===== src/rtl/fpu_issue_queue.sv =====
// In-order issue FIFO between the integer core's offload port and the FPU wrapper.
// Screens non-FP opcodes, answers every handshake with a one-cycle response, and holds the head while the FPU stalls.
module fpu_issue_queue #(
  parameter int unsigned DEPTH      = 4,
  parameter int unsigned X_ID_WIDTH = 4,
  parameter int unsigned XLEN       = 32,
  parameter int unsigned FLEN       = 32
) (
  input  logic                    ck,
  input  logic                    rst,
  input  logic                    in_valid,
  output logic                    in_ready,
  input  logic [31:0]             in_instruction,
  input  logic [X_ID_WIDTH-1:0]   in_id,
  input  logic [XLEN-1:0]         in_data_fromXreg,
  input  logic [FLEN-1:0]         in_data_fromMem,
  output logic                    resp_valid,
  output logic                    resp_accept,
  output logic [X_ID_WIDTH-1:0]   resp_id,
  output logic                    fpu_enable,
  output logic [31:0]             fpu_instruction,
  output logic [X_ID_WIDTH-1:0]   fpu_id,
  output logic [XLEN-1:0]         fpu_data_fromXreg,
  output logic [FLEN-1:0]         fpu_data_fromMem,
  input  logic                    fpu_stall,
  input  logic                    flush,
  output logic [$clog2(DEPTH):0]  count
);

  localparam int unsigned PTR_W = $clog2(DEPTH);
  localparam int unsigned CNT_W = PTR_W + 1;

  logic [PTR_W-1:0]      head_q, head_d, tail_q, tail_d;
  logic [CNT_W-1:0]      count_q, count_d;
  logic                  resp_valid_q, resp_valid_d;
  logic                  resp_accept_q, resp_accept_d;
  logic [X_ID_WIDTH-1:0] resp_id_q, resp_id_d;

  logic [31:0]           instr_mem [DEPTH];
  logic [X_ID_WIDTH-1:0] id_mem    [DEPTH];
  logic [XLEN-1:0]       xreg_mem  [DEPTH];
  logic [FLEN-1:0]       fmem_mem  [DEPTH];

  logic is_fp_c, hs_c, push_c, pop_c;

  // FP opcode screen on instruction bits [6:0]
  always_comb begin
    is_fp_c = 1'b0;
    case (in_instruction[6:0])
      7'b0000111, 7'b0100111,
      7'b1000011, 7'b1000111, 7'b1001011, 7'b1001111,
      7'b1010011: is_fp_c = 1'b1;
      default:    is_fp_c = 1'b0;
    endcase
  end

  assign in_ready   = (count_q < CNT_W'(DEPTH));
  assign fpu_enable = (count_q != '0);
  assign hs_c       = in_valid && in_ready;
  assign push_c     = hs_c && is_fp_c && !flush;
  assign pop_c      = fpu_enable && !fpu_stall;

  // Next-state: flush wins over push and pop; a pop in the flush cycle was still issued
  always_comb begin
    head_d        = head_q;
    tail_d        = tail_q;
    count_d       = count_q;
    resp_valid_d  = hs_c;
    resp_accept_d = push_c;
    resp_id_d     = hs_c ? in_id : resp_id_q;
    if (flush) begin
      head_d  = tail_q;
      count_d = '0;
    end else begin
      if (push_c) tail_d = tail_q + PTR_W'(1);
      if (pop_c)  head_d = head_q + PTR_W'(1);
      if (push_c && !pop_c)      count_d = count_q + CNT_W'(1);
      else if (pop_c && !push_c) count_d = count_q - CNT_W'(1);
    end
  end

  always_ff @(posedge ck or negedge rst) begin
    if (!rst) begin
      head_q        <= '0;
      tail_q        <= '0;
      count_q       <= '0;
      resp_valid_q  <= 1'b0;
      resp_accept_q <= 1'b0;
      resp_id_q     <= '0;
    end else begin
      head_q        <= head_d;
      tail_q        <= tail_d;
      count_q       <= count_d;
      resp_valid_q  <= resp_valid_d;
      resp_accept_q <= resp_accept_d;
      resp_id_q     <= resp_id_d;
    end
  end

  // Entry storage carries no reset; contents only matter while counted
  always_ff @(posedge ck) begin
    if (push_c) begin
      instr_mem[tail_q] <= in_instruction;
      id_mem[tail_q]    <= in_id;
      xreg_mem[tail_q]  <= in_data_fromXreg;
      fmem_mem[tail_q]  <= in_data_fromMem;
    end
  end

  assign fpu_instruction   = instr_mem[head_q];
  assign fpu_id            = id_mem[head_q];
  assign fpu_data_fromXreg = xreg_mem[head_q];
  assign fpu_data_fromMem  = fmem_mem[head_q];

  assign count       = count_q;
  assign resp_valid  = resp_valid_q;
  assign resp_accept = resp_accept_q;
  assign resp_id     = resp_id_q;

endmodule

===== config.mk =====
export PLATFORM = sky130hd
export DESIGN_NAME = fpu_issue_queue
export DESIGN_NICKNAME = d
export VERILOG_FILES = /design/src/rtl/fpu_issue_queue.sv
export SDC_FILE = /design/constraint.sdc
export NUM_CORES = 1
export LEC_CHECK = 0
export ABC_AREA = 1
export ABC_CLOCK_PERIOD_IN_PS = 7800
export CELL_PAD_IN_SITES_DETAIL_PLACEMENT = 0
export CELL_PAD_IN_SITES_GLOBAL_PLACEMENT = 1
export CORE_MARGIN = 5
export CORE_UTILIZATION = 40
export DETAILED_ROUTE_END_ITERATION = 16
export PLACE_DENSITY_LB_ADDON = 0.1
export SYNTH_ARGS = -nofsm -noshare
export SYNTH_HDL_FRONTEND = slang
export SYNTH_SLANG_ARGS = --single-unit

===== constraint.sdc =====
create_clock -name ck -period 7.8 [get_ports ck]
set_input_delay 0.78 -clock ck [delete_from_list [all_inputs] [get_ports ck]]
set_output_delay 0.78 -clock ck [all_outputs]
set_load 0.1 [all_outputs]

==> results_dict.tcl, run 1 <==
set metrics [dict create \
    final_hold_viol_count 0 \
    drv_cap 0 \
    cts_tree "yes" \
    grt_usage_pct 16.7 \
    ctsHoldBuffers 0 \
    ctsHtreeMaxLevel 2 \
    critPathKind "reg -> out" \
    wl_um 36400 \
    arrival_ns 4.56 \
    finalMaxSlewViolations 0 \
    ys_seq_area_share_pct 79.4 \
    die_area_mm2 0.0429 \
    synth_mux_area_share_pct 0 \
    rsz0062_at_grt "false" \
    coreArea_mm2 0.0386 \
    ys_ff_latch 413 \
    utilization_pct 50.7 \
    nets 1381 \
    grt_overflow 0 \
    num_rows 72 \
    clock_latency_ns 0.56 \
    die_h_um 207 \
    fin_ws_ns 2.46 \
    synth.largest_area_cell "edfxtp_1" \
    ant_nets 0 \
    synth_top_family_by_area "compound AO/OA/AOI/OAI gates" \
    synthCells 1060 \
    slew_headroom_pct 24.9 \
    critPathCaptureType "output pin" \
    syn_nets 1170 \
    timing.final.crit_share_pct 68.5 \
    avgRoutedWirePerCell_um 19.9 \
    setup_tns_ns 0 \
    synth_simple_gate_area_share_pct 6.52 \
    worstPathMaxFanout 90 \
    pre_cts_ws_ns 3.00 \
    worst_pin_slew_ns 1.12 \
    cp.required_ns 7.02 \
    grt_start_max_net_pins 91 \
    synth-compound-area-share_pct 10.7 \
    root_buffer "clkbuf_16" \
    syn2layout_area_growth_pct 25.8 \
    synth-warning-count 0 \
    ioPinCount 216 \
    yosys.area.top_type_share_pct 77.3 \
    synth.area.top_cells "edfxtp_1 77%, nor2_1 5.1%, o22ai_1 4.0%" \
    synth_xor_area_share_pct 0.113 \
    fill_cells 3353 \
    routed-via-count 9189 \
    cts_buffers 45 \
    gp_congestion 0.694 \
    maxClockFrequency_mhz 187 \
    drt_iter0_drc 521 \
    antenna_found_initial 7 \
    synthAdderAreaFrac_pct 0.451 \
    ys_types 28 \
    cts_sinks 413 \
    clk_pin_slew_ns 0.06 \
    drc_errors 0 \
    dieWidth_um 207 \
    grt_pass1_vias 9294 \
    initial_core_util_pct 40.3 \
    cp-start-kind "register" \
    clockBufferDepth 3 \
    regArea_mm2 0.0123 \
    cts.repair.resized 0 \
    first_pass_iters 4 \
    layout_min_cycle_time_ns 5.34 \
    portBuffers 215 \
    viasPerCell 5.03 \
    fin_skew_ns 0.0291 \
    avgSynthCellArea_um2 14.7 \
    dpl.hpwl_um 19900 \
    setup_viol 0 \
    status "completed" \
    multi_input_area_mm2 0.00280 \
    hp-class "reg -> reg" \
    drive_gt1_share_pct 7.04 \
    synth_area_mm2 0.0155 \
    post_cts_buffers 0 \
    grt_pass1_wl_um 56000 \
]
-- final timing paths --
check                           start  slack (ns)                   end  cells past startpoint
max reg2reg                  count[2]        5.11       fmem_mem[3][23]                      6
min                        resp_id[1]        0.49            resp_id[1]                      2
max                         head_q[0]        2.46  fpu_data_fromMem[24]                      5
max in group asynchronous         rst        6.65             head_q[0]                      1
min reg2reg                resp_id[1]        0.49            resp_id[1]                      2
min in group asynchronous         rst        0.63            resp_valid                      1
-- state kept, by name (all words and copies together) (netlist names) --
signal	count
tail_q	2
id_mem	16
resp_accept	1
count	3
xreg_mem	128
instr_mem	128
head_q	2
resp_valid	1
resp_id	4
fmem_mem	128
-- cells by family after synthesis --
group / after synthesis
fa+ha+maj: 5
compound gates: 307
buf+inv: 86
xor+xnor: 2
simple gates: 247
flops: 413
-- cells in the final DEF (no fill, tap or decap), types with 3 or more instances in the layout --
cell and count:
buf_4 15, bufinv_16 4, clkbuf_1 11, clkbuf_16 45, clkdlybuf4s50_1 215, clkinv_1 14
clkinv_2 6, dfrtp_1 11, diode_2 3, edfxtp_1 400, ha_1 4, inv_1 15
inv_6 3, nand2_1 25, nand3_2 4, nor2_1 205, nor2_4 5, o21ai_0 122
o21ai_1 82, o22ai_1 100
-- synthesized netlist by cell type --
cell      number
buf_1          1
nor2_8         1
nand3_1        2
ha_1           4
inv_1         15
inv_2          4
a21oi_1        2
edfxtp_1     400
buf_6          2
nor2_4         1
nand4_1        2
nand2_1       25
xor2_1         1
o21ai_0      122
dfrtp_1       13
o21ai_1       82
nand2_4        2
buf_2         12
a32oi_1        1
nand3_2        4
o22ai_1      100
xnor2_1        1
nor2_1       209
nand3_4        1
clkbuf_1      31
buf_4         20
inv_4          1
fa_1           1
-- layer usage --
metal  track usage [%]  part of all wire (%)
met5                 0                 0.093
met1              22.5                    45
met4              5.15                   1.7
met2              26.6                    47
met3              4.58                   6.2
-- cell type report --
type	instances	area share, %
Sequential cell	413	63.2
Multi-Input combinational cell	561	14.3
Timing Repair Buffer	230	11.6
Clock buffer	56	5.98
Tap cell	518	3.32
Clock inverter	26	1.15
Inverter	20	0.429
Antenna cell	3	0.0384
-- per-stage QoR --
step	cells	hold slack [ns]	instance area, um2
after floorplan	1060	0.484	15500
after detailed placement	1742	0.475	18100
after CTS	1824	0.494	19500
after global placement	1742	0.472	18100
after global routing	1826	0.512	19500
final	1827	0.487	19500
-- worst max-delay path: stages, from the launching register on --
cell and delay (ns):
dfrtp_4 0.71, buf_4 0.70, buf_4 0.80, o21ai_0 0.20, o22ai_1 0.28, clkdlybuf4s50_1 1.19
Power of run 1 is not shown: default switching activity piles up to over one toggle a cycle in this logic, so the estimate is an artifact.
==> inputs of run 2 (changes only) <==
ABC_CLOCK_PERIOD_IN_PS = 5400   (was 7800)
clock period = 5.4 ns   (was 7.8 ns; I/O delays follow)
==> run 2 against run 1 <==
  * Register-to-register slack got worse by 2.3 ns
  * Design area increased by 0.25%
  * Count of clock-buffer cells in the layout up 7
  * Utilization increased by 0.13 points
  * Sequential share of layout area fell by 0.16 points
  * Critical endpoint is now fpu_id[0]
  * Largest cell class unchanged
==> results_dict.tcl, run 2 (synthesis gave the netlist of run 1 again) <==
set metrics [dict create \
    final_hold_viol_count 0 \
    worst_path_max_delay_cell "clkdlybuf4s50_1" \
    clock_latency_ns 0.55 \
    maxClockFrequency_mhz 225 \
    worstPathMaxFanout 100 \
    grt_start_max_net_pins 101 \
    grt_usage_pct 16.5 \
    critPathCaptureType "output pin" \
    antenna_found_initial 0 \
    setup_viol 0 \
    portBuffers 215 \
    cp-start-kind "register" \
    num_rows 72 \
    cp-startpoint "head_q[0]" \
    nets 1380 \
    ctsHtreeMaxLevel 2 \
    initial_core_util_pct 40.3 \
    drive_gt1_share_pct 8.13 \
    setup_tns_ns 0 \
    worst_pin_slew_ns 1.07 \
    rsz0062_at_grt "false" \
    cts_sinks 413 \
    grt_pass1_wl_um 55600 \
    post_dp_cell_area_mm2 0.0182 \
    first_pass_iters 5 \
    max_stage_delay_ns 1.19 \
    ioPinCount 216 \
    r2r-start "count[2]" \
    slew_headroom_pct 28.3 \
    drt_iter0_drc 532 \
    syn2layout_area_growth_pct 26.1 \
    dieWidth_um 207 \
    clk_pin_slew_ns 0.06 \
    path_buf_inv 2 \
    grt_pass1_vias 9298 \
    routed-via-count 9194 \
    final_common_cell "edfxtp_1" \
    drv_cap 0 \
    top_regs "fmem_mem: 128 flops, instr_mem: 128 flops, xreg_mem: 128 flops" \
    timing.final.crit_share_pct 82.3 \
    fin_area_mm2 0.0196 \
    coreArea_mm2 0.0386 \
    arrival_ns 3.91 \
    fin_skew_ns 0.0133 \
    cts_buffers 44 \
    layout_min_cycle_time_ns 4.45 \
    critPathTopFamily "buffers and inverters" \
    finalMaxSlewViolations 0 \
    die_area_mm2 0.0429 \
    wl_um 35900 \
    dpl.hpwl_um 20000 \
    avgRoutedWirePerCell_um 19.7 \
    fill_cells 3373 \
    clockBufferDepth 3 \
    drc_errors 0 \
    cp.required_ns 4.86 \
    ant_nets 0 \
    ctsHoldBuffers 0 \
    viasPerCell 5.05 \
    cts.repair.resized 0 \
    cts_tree "yes" \
    worstPathCellList "buf_4 > o21ai_0 > o22ai_1 > clkdlybuf4s50_1" \
    die_h_um 207 \
    status "completed" \
    post_cts_buffers 0 \
    critPathKind "reg -> out" \
    diodes 0 \
    hp-class "in -> async" \
    final_cell_mix "400 x edfxtp_1, 206 x clkdlybuf4s50_1, 205 x nor2_1" \
    gp_congestion 0.707 \
    grt_overflow 0 \
    root_buffer "clkbuf_16" \
]
-- run 2: cell count changes in the layout (fill, tap and decap cells not counted), sizes merged --
cell           before  now
clkbuf             56   63
diode               3    0
inv                21   20
clkinvlp            0    1
bufinv              4    3
buf                15   24
clkdlybuf4s50     215  206
clkinv             21   13
-- run 2: final cells by class --
type	instances	area [um2]	share of cell area, %
multi-input combinational	561	2800	14.3
inverter	20	83.8	0.428
clock inverter	17	161	0.824
clock buffer	63	1230	6.30
timing repair buffer	230	2320	11.8
sequential	413	12300	63.0
tap	518	648	3.31
-- run 2: worst paths after layout --
path	endpoint	slack, ns	cells after the start
setup reg to reg	xreg_mem[1][19]	2.82	6
hold / removal	resp_accept	0.41	1
hold reg to reg	resp_id[2]	0.49	2
max in group asynchronous	head_q[0]	4.47	1
min in group ck	resp_id[2]	0.49	2
setup / recovery	fpu_id[0]	0.95	4
-- run 2: routing by layer --
layer	track usage [%]	part of all wire, %
met1	22.2	45
met2	27.1	48
met3	4.22	5.5
met4	4.33	1.4
met5	0	0
-- run 2: per-stage QoR --
stage	utilization [%]	hold WS (ns)	worst slack (ns)	std cells
floorplan	-	0.244	-1.13	1060
global placement	47.2	0.473	1.50	1742
detailed placement	47.2	0.471	1.47	1742
CTS	50.8	0.386	0.866	1822
global route	50.8	0.453	0.640	1822
finish	50.8	0.414	0.953	1822
Power of run 2 is left out for the same reason.
==> inputs of run 3 (changes only) <==
ABC_CLOCK_PERIOD_IN_PS = 3600   (was 5400)
clock period = 3.6 ns   (was 5.4 ns; I/O delays follow)
==> run 3 against run 2 <==
  * Count of clock-buffer cells in the layout is 5 lower
  * Design area is 5.3% higher
  * Critical path depth stayed put
  * First-iteration DRC count is 12% lower
  * Critical path type unchanged
  * Highest routed layer is now met5
==> results_dict.tcl, run 3 (synthesis gave the netlist of run 1 again) <==
set metrics [dict create \
    dr_wl_met2_um 16800 \
    ctsHtreeMaxLevel 2 \
    layout_min_cycle_time_ns 3.01 \
    grt_overflow 0 \
    setup_tns_ns 0 \
    status "completed" \
    post_cts_buffers 0 \
    num_rows 72 \
    grt_pass1_wl_um 55700 \
    dr.max_layer_used "met5" \
    cts.repair.resized 0 \
    worst_pin_slew_ns 0.999 \
    ant_nets 0 \
    cp-start-kind "register" \
    wl_met1_um 16300 \
    die_h_um 207 \
    first_pass_iters 4 \
    finalMaxSlewViolations 0 \
    cts_sinks 413 \
    wl_um 35500 \
    pre_cts_ws_ns 1.07 \
    ctsHoldBuffers 0 \
    worstPathMaxFanout 200 \
    clk_pin_slew_ns 0.06 \
    gp_congestion 0.722 \
    grt_usage_pct 16.3 \
    viasPerCell 5.07 \
    critPathKind "reg -> out" \
    grt_start_max_net_pins 201 \
    fin_ws_ns 0.586 \
    final_cell_mix "400 x edfxtp_1, 205 x nor2_1, 122 x o21ai_0" \
    syn2layout_area_growth_pct 32.7 \
    drv_cap 0 \
    drc_errors 0 \
    rr_worst_depth 6 \
    utilization_pct 53.5 \
    cts_tree "yes" \
    fill_cells 3258 \
    dieWidth_um 207 \
    met3_length_um 1870 \
    die_area_mm2 0.0429 \
    rsz0062_at_grt "false" \
    drt_iter0_drc 467 \
    nets 1378 \
    portBuffers 215 \
    clockBufferDepth 3 \
    routed-via-count 9214 \
    setup_viol 0 \
    maxClockFrequency_mhz 332 \
    antenna_found_initial 4 \
    arrival_ns 2.65 \
    hp-class "in -> async" \
    root_buffer "clkbuf_16" \
    final_hold_viol_count 0 \
    dpl.hpwl_um 19400 \
    coreArea_mm2 0.0386 \
    top_regs "fmem_mem: 128 flops, instr_mem: 128 flops, xreg_mem: 128 flops" \
    cts_buffers 44 \
    slew_headroom_pct 33.2 \
    avgRoutedWirePerCell_um 19.6 \
    diodes 0 \
    ioPinCount 216 \
    final_common_cell "edfxtp_1" \
    timing.final.crit_share_pct 83.7 \
    critPathCaptureType "output pin" \
    grt_pass1_vias 9489 \
    initial_core_util_pct 40.3 \
    clock_latency_ns 0.53 \
    whs_ns 0.203 \
    cp.required_ns 3.24 \
    drive_gt1_share_pct 15.0 \
    r2r_slack_ns 1.54 \
    fin_skew_ns 0.0203 \
]
-- run 3: changes by cell type in the layout (fill, tap and decap cells not counted) --
cell             delta
buf_4              -13
clkinvlp_4          +4
clkdlybuf4s50_1    -91
inv_6               +1
clkinv_1            +2
buf_12            +102
clkinv_2            -3
inv_2               -1
clkbuf_8            -1
clkbuf_1            -4
-- run 3: path summary, 6_finish.rpt --
| kind | startpoint | end |
|---|---|---|
| max in group asynchronous | rst | head_q[0] |
| hold / removal | rst | resp_id[1] |
| min in group ck | in_data_fromXreg[7] | xreg_mem[2][7] |
| hold reg to reg | resp_id[1] | resp_id[1] |
| setup / recovery | head_q[0] | fpu_instruction[30] |
| setup reg to reg | count[2] | xreg_mem[2][16] |
-- run 3: final cells by class --
type                    count  area, um2  share of cell area, %
flip-flops and latches    413      12300                   59.9
repair buffers            228       3350                   16.3
multi-input cells         561       2800                   13.6
clock buffers              58       1200                   5.84
well taps                 518        648                   3.14
clock inverters            20        184                  0.892
inverters                  20       88.8                  0.431
-- run 3: metal layers --
metal  vias up  track usage, %
met5         -               0
met4         8            3.19
met3        50            4.11
met2       182            26.2
met1      4571            22.9
li1       4403               -
-- run 3: stage by stage --
step / cell area (um2) / cells
6_report: 20600 / 1818
2_1_floorplan: 15600 / 1060
3_3_place_gp: 19200 / 1740
4_1_cts: 20600 / 1818
3_5_place_dp: 19200 / 1740
5_1_grt: 20600 / 1818
-- run 3: worst max-delay path, stage by stage, from the launching register on --
cell	delay, ns
dfrtp_4	0.45
buf_12	0.54
o21ai_0	0.21
o22ai_1	0.44
buf_12	0.24
Power of run 3 is left out for the same reason.
